[config.mk]
export PLATFORM = sky130hd
export DESIGN_NAME = masked_sum_sequencer
export DESIGN_NICKNAME = d
export VERILOG_FILES = /design/src/rtl/masked_sum_sequencer.sv
export SDC_FILE = /design/constraint.sdc
export NUM_CORES = 1
export LEC_CHECK = 0
export BUFFER_PORTS_ARGS = -buffer_cell sky130_fd_sc_hd__buf_2
export CAP_MARGIN = 30
export CORE_MARGIN = 3
export CORE_UTILIZATION = 55
export DETAILED_ROUTE_END_ITERATION = 10
export GPL_ROUTABILITY_DRIVEN = 0
export PLACE_DENSITY = 0.79
export SYNTH_ARGS = -nofsm -noshare
export SYNTH_HDL_FRONTEND = slang
export SYNTH_SLANG_ARGS = --single-unit
export TNS_END_PERCENT = 30
[constraint.sdc]
create_clock -name clk -period 6.6 [get_ports clk]
set_clock_uncertainty 0.2 [all_clocks]
set_input_delay 0.66 -clock clk [delete_from_list [all_inputs] [get_ports clk]]
set_output_delay 0.66 -clock clk [all_outputs]
set_load 0.03 [all_outputs]
[src/rtl/masked_sum_sequencer.sv]
// Purpose : sums the mask-enabled signed lanes of one frame, one lane per cycle, and reports sum, lane count and result width.
// Latency : frame accepted at edge k -> out_valid first high after edge k+NUM_INPUT+1 (mask does not change timing).
// Backpressure: one frame in flight; in_ready only in IDLE; result held in DONE until out_valid&&out_ready.
//
// Ports:
//   clk, rst_n            clock, asynchronous active-low reset
//   in_valid/in_ready     frame handshake; in_data carries NUM_INPUT signed lanes, in_mask enables lanes
//   out_valid/out_ready   result handshake
//   out_sum               signed sum of enabled lanes (SUM_W bits, cannot overflow)
//   out_count             number of enabled lanes
//   out_width             ORI_WIDTH plus growth bits needed for out_count lanes
//   busy                  frame in ACCUM or DONE
module masked_sum_sequencer #(
    parameter  int NUM_INPUT = 8,
    parameter  int ORI_WIDTH = 16,
    localparam int SUM_W     = ORI_WIDTH + $clog2(NUM_INPUT),
    localparam int CNT_W     = $clog2(NUM_INPUT + 1)
) (
    input  logic                           clk,
    input  logic                           rst_n,
    input  logic                           in_valid,
    output logic                           in_ready,
    input  logic [NUM_INPUT*ORI_WIDTH-1:0] in_data,
    input  logic [NUM_INPUT-1:0]           in_mask,
    output logic                           out_valid,
    input  logic                           out_ready,
    output logic signed [SUM_W-1:0]        out_sum,
    output logic [CNT_W-1:0]               out_count,
    output logic [7:0]                     out_width,
    output logic                           busy
);

    typedef enum logic [1:0] {IDLE, ACCUM, DONE} state_t;

    localparam logic [CNT_W-1:0] LANES = CNT_W'(NUM_INPUT);

    state_t                         state;
    logic [NUM_INPUT*ORI_WIDTH-1:0] data_q;
    logic [NUM_INPUT-1:0]           mask_q;
    logic [CNT_W-1:0]               idx;
    logic [CNT_W-1:0]               cnt;
    logic signed [SUM_W-1:0]        acc;
    logic signed [SUM_W-1:0]        lane_ext;

    // The frame is shifted down one lane per cycle, so the current lane is always the bottom slice.
    assign lane_ext = {{(SUM_W-ORI_WIDTH){data_q[ORI_WIDTH-1]}}, data_q[ORI_WIDTH-1:0]};

    // ORI_WIDTH + g, where g = 0 for count<=1, else the smallest g with 2^g >= count.
    function automatic logic [7:0] width_of(input logic [CNT_W-1:0] c);
        int g;
        g = 0;
        for (int i = 0; i < CNT_W; i++) begin
            if ((1 << g) < int'(c)) g = g + 1;
        end
        return 8'(ORI_WIDTH + g);
    endfunction

    always_ff @(posedge clk or negedge rst_n) begin
        if (!rst_n) begin
            state     <= IDLE;
            in_ready  <= 1'b1;
            out_valid <= 1'b0;
            busy      <= 1'b0;
            out_sum   <= '0;
            out_count <= '0;
            out_width <= '0;
            data_q    <= '0;
            mask_q    <= '0;
            idx       <= '0;
            cnt       <= '0;
            acc       <= '0;
        end else begin
            case (state)
                IDLE: begin
                    if (in_valid) begin
                        data_q   <= in_data;
                        mask_q   <= in_mask;
                        acc      <= '0;
                        cnt      <= '0;
                        idx      <= '0;
                        in_ready <= 1'b0;
                        busy     <= 1'b1;
                        state    <= ACCUM;
                    end
                end
                ACCUM: begin
                    if (idx == LANES) begin
                        // All lanes consumed; this cycle publishes the result and its width.
                        out_sum   <= acc;
                        out_count <= cnt;
                        out_width <= width_of(cnt);
                        out_valid <= 1'b1;
                        state     <= DONE;
                    end else begin
                        if (mask_q[0]) begin
                            acc <= acc + lane_ext;
                            cnt <= cnt + CNT_W'(1);
                        end
                        data_q <= data_q >> ORI_WIDTH;
                        mask_q <= mask_q >> 1;
                        idx    <= idx + CNT_W'(1);
                    end
                end
                DONE: begin
                    if (out_ready) begin
                        out_valid <= 1'b0;
                        busy      <= 1'b0;
                        in_ready  <= 1'b1;
                        state     <= IDLE;
                    end
                end
                default: begin
                    state <= IDLE;
                end
            endcase
        end
    end

endmodule

# Yosys cells after proc, flatten, opt, wreduce, memory -nomap -nowiden
# Cells that the tools add are included.
# totals
word_cells	84
regBits	199
# op_classes
order_cmp	4
n_addsub	7
shifts	3
n_mux	40
reduce_logical	10
n_eq_ne	8
# ops
op	n
$mux 128	2
$mux 32	8
$pmux 128 s2	1
$lt 32x5->1	3
$shl 1x32->32 const A	3
$add 32x2->32 const B	2
$mux 19	3
$mux 8	5
$pmux 19 s2	1
$add 19x16->19	1
$mux 4	4
$pmux 4 s2	2
$pmux 8 s2	1
$reduce_and 3->1	4
$ne 2x2->1 const B	5
$add 4x1->4 const B	2
$add 6x8->8 const A	1
$add 8x2->8 const B	1
$mux 1	6
$mux 2	3
$pmux 1 s2	3
$pmux 2 s3	1
$reduce_bool 2->1	3
$eq 4x4->1 const B	1
other kinds (6)	6

# Longest topological paths before layout
# Gate-level depths: netlist (run 1).
# depth
depth_word	20
ltp_mapped	18

# Least setup slack after synthesis (run 1)
# No wires, ideal clock.
# synth_path
path_type	register to register
startpoint	register cnt[0]
endpoint	register out_width[1]
path_buffers	0
period_less_slack_ns	4.302
required_time_ns	6.263
setup_slack_ns	2.298
stages_incl_launch_ff	19
t_arrival_ns	3.964
path_cell_list	dfrtp_1 ha_1 or3_1 ha_1 nand2_1 inv_1 ha_1 a21o_1 a31o_2 mux2i_1 inv_1 ha_1 nor2b_1 ha_1 a21o_1 a21o_1 a211oi_1 mux2i_1 a21oi_1
# synth_via
elab_chain_len	20
# synth_rtl
item	line_no	rtl
from (decl)	41	logic [CNT_W-1:0] cnt;
from (signal assigned)	97	cnt <= cnt + CNT_W'(1);
$lt 1x4->1	53	if ((1 << g) < int'(c)) g = g + 1;
$mux 1	53	
$mux 32	87	if (idx == LANES) begin
$mux 32	73	case (state)
$shl 1x32->32	53	
$lt 32x5->1	53	
$mux 32	53	
$mux 32	87	
[... 4 more ...]	-	
$mux 32	87	
$mux 32	73	
$shl 1x32->32	53	
$lt 32x5->1	53	
$mux 8 (*)	53	
$mux 8 (*)	87	
$mux 8 (*)	73	
$add 6x8->8 (*)	55	return 8'(ORI_WIDTH + g);
to (signal assigned)	91	out_width <= width_of(cnt);
to (decl)	29	output logic [7:0] out_width,
# Mark *: on every way between the ends. The rest lies on a longest branch, timed or not. The select of a mux whose other input is x is not followed.
# A chain may end at the register's enable or synchronous reset.

# Final worst setup path (run 1)
# Same ends and word-level chain as after synthesis.

==> impl_metrics.env, run 1 <==
export IMPL_rows=47
export IMPL_htreeDepth=4
export IMPL_finalMaxSlewViolations=0
export IMPL_viasPerCell=5.53
export IMPL_overflow=0
export IMPL_postSynth_asyncResetShare_pct=100
export IMPL_cp_max_fo=7
export IMPL_place_ws_ps=1850
export IMPL_worst_slew_pin_slew_ps=901
export IMPL_synth_edf_count=0
export IMPL_design_die_area_um2=19000
export IMPL_layout_setup_ws_ps=1760
export IMPL_ys_warnings_count=0
export IMPL_hold_violations=0
export IMPL_period_share_pct=73.4
export IMPL_p_total_mw=6.10
export IMPL_post_route_drc_count=0
export IMPL_layout_commonest_cell="dfrtp_1"
export IMPL_fin_nets=1217
export IMPL_peakVddDrop_mv=0.387
export IMPL_nFillCells=1352
export IMPL_register_area_um2=4910
export IMPL_use_met3_pct=7.93
export IMPL_antenna_found_initial=3
export IMPL_cts_tree="built"
export IMPL_hpwl_um=15000
export IMPL_synth_seq_cells=196
export IMPL_core_area_um2=16800
export IMPL_met2_usage_pct=38.7
export IMPL_gr_max_usage_layer="met2"
export IMPL_vias=7051
export IMPL_use_met1_pct=30.3
export IMPL_endpoint_kind="flop"
export IMPL_wl_um=21400
export IMPL_grt_pass1_vias=6948
export IMPL_io_pins=174
export IMPL_required_ps=6690
export IMPL_dominantRegCellSynth="dfrtp_1"
export IMPL_cts_buffers=17
export IMPL_leakage_nw=5.82
export IMPL_tns_ps=0
export IMPL_synth_cells=898
export IMPL_slowest_stage="dfrtp_1"
export IMPL_worst_setup_path_start_kind="flop"
export IMPL_p_per_area_nw_per_um2=549
export IMPL_slowest_delay_ps=450
export IMPL_grt_setup_unrepaired="no"
export IMPL_ctsHoldBuffers=0
export IMPL_critPathMostFrequentCell="ha_1"
export IMPL_hold_path_class="primary input to asynchronous set/reset pin"
export IMPL_drive_gt1_share_pct=23.2
export IMPL_setup_worst_path_class="flop to flop"
export IMPL_r2r_slack_ps=1760
export IMPL_ant_nets=0
export IMPL_final_cell_mix="195 x dfrtp_1, 169 x buf_2, 148 x nand2_1, 141 x o21ai_0, 122 x mux2i_1"
export IMPL_cts_root_buf="clkbuf_16"
export IMPL_finalSetupViolCount=0
export IMPL_drt_iter0_markers=467
export IMPL_ys_types=56
export IMPL_arrival_ps=4930
export IMPL_min_period_ps=4840
export IMPL_critPathBufInv=2
export IMPL_dieHeight_um=138
export IMPL_wl_per_cell_um=16.8
export IMPL_grt_use_total_pct=23.4
export IMPL_synth_area_um2=9540
export IMPL_ys_seq_area_share_pct=51.4
export IMPL_outcome="finished, final reports clean"
export IMPL_avgSynthCellArea_um2=10.6
export IMPL_grt_pass1_wl_um=34900
export IMPL_multiInputGateArea_um2=4380
export IMPL_path_clk_slew_ps=70
export IMPL_worstPathCellList="ha_1 -> or3_1 -> ha_1 -> nand2_1 -> inv_1 -> ha_1 -> a21o_1 -> a31o_2 -> mux2i_1 -> inv_1 -> ha_1 -> nor2b_1 -> ha_1 -> a21o_1 -> a21o_1 -> a211oi_1 -> mux2i_1 -> a21oi_1"
export IMPL_port_buffers=170
export IMPL_crit_family="adder cells"
export IMPL_die_w_um=138
export IMPL_worstSkewPairLatency_ps=420
export IMPL_postCtsSetupRepairBufs=0
export IMPL_fmax_ghz=0.206
export IMPL_clockBufferDepth=2
export IMPL_maxCapViolations=0
export IMPL_firstDrtPassIters=7
export IMPL_grt_max_degree=122
export IMPL_clock_sinks=196
export IMPL_start_util_pct=56.9
export IMPL_cts_resized=0
export IMPL_syn2layout_area_growth_pct=16.4
export IMPL_max_slew_margin_pct=39.9
-- routing by layer --
metal  vias to the layer above  wire length (um)
met5                         -                27
met4                         4               265
met3                        23              1420
met2                       165             10500
met1                      3403              9220
li1                       3456                 -
-- worst paths after layout --
| kind | start | to | cells past startpoint |
|---|---|---|---|
| max reg2reg | cnt[0] | out_width[1] | 18 |
| min reg2reg | out_width[4] | out_width[4] | 1 |
| min | rst_n | out_sum[8] | 1 |
| max | cnt[0] | out_width[1] | 18 |
| min in group clk | in_data[121] | data_q[121] | 2 |
| max in group asynchronous | rst_n | data_q[64] | 2 |
-- sequential cells by signal, summed over array words and instances, names as in the netlist --
signal and flops:
in_ready 1, out_width 5, cnt 4, acc 19, busy 1, out_count 4
mask_q 8, data_q 128, out_valid 1, out_sum 19, state 2, idx 4
-- metrics by stage --
step / hold slack, ps / instances / util (%) / instance area, um2
CTS: 88.8 / 1274 / 66.2 / 11100
global route: 103 / 1275 / 66.3 / 11100
finish: 40.2 / 1276 / 66.3 / 11100
global placement: 259 / 1242 / 62.9 / 10600
floorplan: 164 / 900 / - / 9550
detailed placement: 257 / 1242 / 62.9 / 10600
-- logic make-up (layout without fill, tap and decap cells) --
| family | Yosys count | in the layout | share of synthesized area [%] |
|---|---|---|---|
| flops | 196 | 196 | 51.4 |
| buf+inv | 73 | 227 | 3.00 |
| mux | 147 | 147 | 15.7 |
| compound gates | 230 | 230 | 14.7 |
| xor+xnor | 17 | 17 | 1.56 |
| other cells | 1 | 5 | 0.0393 |
| fa+ha+maj | 36 | 36 | 4.80 |
| simple gates | 198 | 198 | 8.76 |
-- cell type report --
| cell class | instances | area share [%] |
|---|---|---|
| flip-flops and latches | 196 | 44.2 |
| diodes | 2 | 0.0451 |
| repair buffers | 177 | 8.32 |
| clock inverters | 13 | 0.991 |
| well taps | 220 | 2.48 |
| clock buffers | 19 | 3.99 |
| inverters | 18 | 0.608 |
| multi-input cells | 631 | 39.4 |
-- synthesized netlist by cell type, types with 2 or more instances --
| cell | count | share of area (%) |
|---|---|---|
| dfrtp_1 | 195 | 51 |
| nand2_1 | 149 | 5.9 |
| o21ai_0 | 141 | 7.4 |
| mux2i_1 | 122 | 13 |
| clkbuf_1 | 37 | 1.5 |
| ha_1 | 35 | 4.6 |
| mux2_2 | 25 | 2.9 |
| a22o_1 | 21 | 1.9 |
| a21oi_1 | 18 | 0.94 |
| inv_1 | 18 | 0.71 |
| buf_1 | 14 | 0.55 |
| nor2_1 | 11 | 0.43 |
| xor2_1 | 11 | 1.0 |
| a21o_1 | 10 | 0.79 |
| a211oi_1 | 7 | 0.55 |
| nand2b_1 | 7 | 0.46 |
| nand3_1 | 6 | 0.31 |
| nor2b_1 | 6 | 0.39 |
| xnor2_1 | 6 | 0.55 |
| o211ai_1 | 5 | 0.39 |
| o21a_1 | 4 | 0.31 |
| o21bai_1 | 4 | 0.31 |
| buf_4 | 3 | 0.24 |
| nor3_1 | 3 | 0.16 |
| or3_1 | 3 | 0.20 |
| a211o_1 | 2 | 0.18 |
| a21o_2 | 2 | 0.18 |
| and2_1 | 2 | 0.13 |
| nand3b_1 | 2 | 0.16 |
| nand4_1 | 2 | 0.13 |
| nor3b_1 | 2 | 0.16 |
-- where the power goes --
| group | total, mW | internal (mW) | switching, mW |
|---|---|---|---|
| sequential | 2.04 | 1.71 | 0.329 |
| combinational | 3.08 | 1.31 | 1.78 |
| clock | 0.978 | 0.529 | 0.448 |
| total | 6.10 | 3.54 | 2.55 |
Note: power is estimated with default switching activity, not from simulation.
==> run 2, diff against run 1 <==
--- a/config.mk
+++ b/config.mk
@@ -5,6 +5,7 @@
 export SDC_FILE = /design/constraint.sdc
 export NUM_CORES = 1
 export LEC_CHECK = 0
+export ABC_AREA = 1
 export BUFFER_PORTS_ARGS = -buffer_cell sky130_fd_sc_hd__buf_2
 export CAP_MARGIN = 30
 export CORE_MARGIN = 3
==> constraint.sdc (replaced) <==
create_clock -name clk -period 5 [get_ports clk]
set_clock_uncertainty 0.2 [all_clocks]
set_input_delay 0.5 -clock clk [delete_from_list [all_inputs] [get_ports clk]]
set_output_delay 0.5 -clock clk [all_outputs]
set_load 0.03 [all_outputs]
==> run 2 against run 1 <==
Net effect:
- final area increased by 3.5%
- setup slack got worse by 930 ps
- sequential share of layout area decreased by 1.5 points
- core utilization decreased by 0.71 points
- global-route usage increased by 0.82 points
- flip-flop and latch count unchanged
- clock-buffer cell count unchanged
- die area increased by 4.2%
- largest cell class unchanged
- highest routed layer unchanged
==> impl_metrics.env, run 2 <==
export IMPL_synth_edf_count=0
export IMPL_critPathMostFrequentCell="nand2_1"
export IMPL_rows=48
export IMPL_cts_root_buf="clkbuf_16"
export IMPL_antenna_found_initial=3
export IMPL_required_ps=5180
export IMPL_r2r_slack_ps=830
export IMPL_io_pins=174
export IMPL_p_per_area_nw_per_um2=792
export IMPL_hold_path_class="primary input to flop"
export IMPL_grt_pass1_vias=8409
export IMPL_synth_xor_area_share_pct=0.440
export IMPL_nFillCells=1493
export IMPL_drt_iter0_markers=606
export IMPL_synth_simple_area_share_pct=19.9
export IMPL_final_cell_mix="376 x nand2_1, 195 x dfrtp_1, 169 x buf_2, 149 x inv_1, 111 x o21ai_0"
export IMPL_overflow=0
export IMPL_grt_pass1_wl_um=39100
export IMPL_htreeDepth=4
export IMPL_outcome="finished, final reports clean"
export IMPL_synthAdderAreaFrac_pct=4.60
export IMPL_synth_top_cell_area_share_pct=49.0
export IMPL_wl_per_cell_um=14.6
export IMPL_fmax_ghz=0.240
export IMPL_postSynth_asyncResetShare_pct=100
export IMPL_core_area_um2=17500
export IMPL_fin_nets=1541
export IMPL_syn2layout_area_growth_pct=15.5
export IMPL_viasPerCell=5.35
export IMPL_ys_warnings_count=0
export IMPL_grt_max_degree=123
export IMPL_synth_seq_cells=196
export IMPL_synth_top_cells_by_count="376 x nand2_1, 195 x dfrtp_1, 149 x inv_1"
export IMPL_hold_violations=0
export IMPL_port_buffers=170
export IMPL_postCtsSetupRepairBufs=0
export IMPL_clock_sinks=196
export IMPL_endpoint_kind="flop"
export IMPL_avgSynthCellArea_um2=8.08
export IMPL_slowest_stage="o21ai_0"
export IMPL_cp_max_fo=4
export IMPL_peakVddDrop_mv=0.396
export IMPL_grt_use_total_pct=24.3
export IMPL_largest_reg_flops=128
export IMPL_max_slew_margin_pct=37.2
export IMPL_holdPathEnd="mask_q[7]"
export IMPL_synth_area_um2=9960
export IMPL_finalSetupViolCount=0
export IMPL_vias=8582
export IMPL_synth_top_family_by_area="simple AND/OR/NAND/NOR gates"
export IMPL_ys_top_cells_by_area="dfrtp_1 49%, nand2_1 14%, inv_1 5.6%"
export IMPL_hold_slack_ps=69.7
export IMPL_leakage_nw=5.99
export IMPL_start_util_pct=56.8
export IMPL_largest_register="data_q"
export IMPL_antennaDiodeCount=0
export IMPL_tns_ps=0
export IMPL_min_period_ps=4170
export IMPL_dominantRegCellSynth="dfrtp_1"
export IMPL_ctsHoldBuffers=1
export IMPL_dieHeight_um=141
export IMPL_worst_slew_pin_slew_ps=943
export IMPL_firstDrtPassIters=5
export IMPL_timing_rr_end="out_width[2]"
export IMPL_die_w_um=141
export IMPL_period_share_pct=83.4
export IMPL_finalMaxSlewViolations=0
export IMPL_muxShareOfSynthArea_pct=0
export IMPL_slowest_delay_ps=440
export IMPL_hpwl_um=16600
export IMPL_grt_setup_unrepaired="no"
export IMPL_arrival_ps=4350
export IMPL_layout_commonest_cell="nand2_1"
export IMPL_cts_tree="built"
export IMPL_worst_setup_path_start_kind="flop"
export IMPL_yosysMostFrequentCell="nand2_1"
export IMPL_path_clk_slew_ps=70
export IMPL_synth_compound_area_share_pct=16.3
export IMPL_setup_worst_path_class="flop to flop"
export IMPL_cts_buffers=17
export IMPL_ant_nets=0
export IMPL_wl_um=23500
export IMPL_hold_depth=3
export IMPL_worstSkewPairLatency_ps=440
export IMPL_worstPathCellList="ha_1 -> nor3_1 -> inv_1 -> ha_1 -> nand2_1 -> inv_1 -> ha_1 -> a21oi_1 -> nand2_1 -> o21ai_0 -> inv_1 -> ha_1 -> nand2_1 -> inv_1 -> ha_1 -> nand2_1 -> nand2_1 -> nand2_1 -> nand2_1 -> o21ai_0 -> nand2_1 -> nand2_1"
export IMPL_post_route_drc_count=0
export IMPL_worstReg2RegStart="cnt[0]"
export IMPL_top_regs="data_q: 128 flops, acc: 19 flops, out_sum: 19 flops"
export IMPL_ys_seq_area_share_pct=49.3
export IMPL_drive_gt1_share_pct=16.0
export IMPL_reg2regPathDepth=22
export IMPL_design_die_area_um2=19800
export IMPL_clockBufferDepth=2
export IMPL_synth_top_area_cell="dfrtp_1"
export IMPL_ys_types=36
export IMPL_cts_resized=0
export IMPL_synth_cells=1232
export IMPL_min_delay_start="in_mask[7]"
export IMPL_maxCapViolations=0
==> run 2: cell types whose count changed in the layout (fill, tap and decap cells not counted), sizes merged, moves of 32 or more <==
cell	previous run	this run
mux2i	122	0
nor2	11	69
nand2	149	378
inv	19	157
o211ai	5	71
a31oi	0	32
==> run 2: logic make-up after synthesis <==
| kind of cell | count (synthesis) |
|---|---|
| AND/OR/NAND/NOR | 497 |
| AO/OA/AOI/OAI | 277 |
| buffers and inverters | 220 |
| flip-flops | 196 |
| adder cells (fa/ha/maj) | 36 |
| XOR/XNOR | 5 |
| other | 1 |
==> run 2: routing by layer <==
layer	track usage [%]	part of all wire [%]	up-vias
met5	0	0.098	-
met4	6.53	1.9	6
met3	6.42	5.7	37
met2	40.4	49	227
met1	31.6	43	4042
li1	-	-	4270
==> run 2: worst max-delay path by stage <==
| stage | cells past startpoint | slack (ps) | startpoint | end |
|---|---|---|---|---|
| global placement | 22 | 1170 | cnt[0] | out_width[2] |
| detailed placement | 22 | 900 | cnt[0] | out_width[2] |
| floorplan | 19 | 1380 | cnt[0] | out_width[2] |
| CTS | 22 | 880 | cnt[0] | out_width[2] |
| finish | 22 | 830 | cnt[0] | out_width[2] |
| global route | 22 | 410 | cnt[0] | out_width[2] |
==> run 2: critical path, delay by kind of cell (launching register included) <==
kind	cells	cell delay, ps
AO/OA/AOI/OAI	3	830
adder cells (fa/ha/maj)	5	1390
buffers and inverters	4	350
flip-flops	1	420
AND/OR/NAND/NOR	10	940
==> run 2: metrics by stage <==
| stage | worst slack [ps] | cells | utilization, % | power [mW] | instance area, um2 |
|---|---|---|---|---|---|
| 5_1_grt | 412 | 1603 | 65.6 | 10.0 | 11500 |
| 4_1_cts | 875 | 1603 | 65.6 | 9.14 | 11500 |
| 6_report | 828 | 1603 | 65.6 | 9.11 | 11500 |
| 3_5_place_dp | 897 | 1570 | 61.7 | 7.56 | 10800 |
| 3_3_place_gp | 1170 | 1569 | 61.6 | 7.31 | 10800 |
| 2_1_floorplan | 1380 | 1234 | - | 6.55 | 9970 |
==> run 2: final cells by class <==
| cell class | count | area, um2 | area share (%) |
|---|---|---|---|
| Inverter | 154 | 578 | 5.03 |
| Sequential cell | 196 | 4910 | 42.7 |
| Timing Repair Buffer | 178 | 942 | 8.19 |
| Tap cell | 225 | 282 | 2.45 |
| Clock buffer | 19 | 443 | 3.85 |
| Clock inverter | 13 | 220 | 1.92 |
| Multi-Input combinational cell | 818 | 4130 | 35.9 |
==> run 2: where the power goes <==
part | leakage, nW | internal, mW | switching (mW) | total, mW
clock network | 0.317 | 0.912 | 0.622 | 1.53
logic | 3.25 | 1.64 | 3.21 | 4.85
registers | 2.42 | 2.37 | 0.359 | 2.73
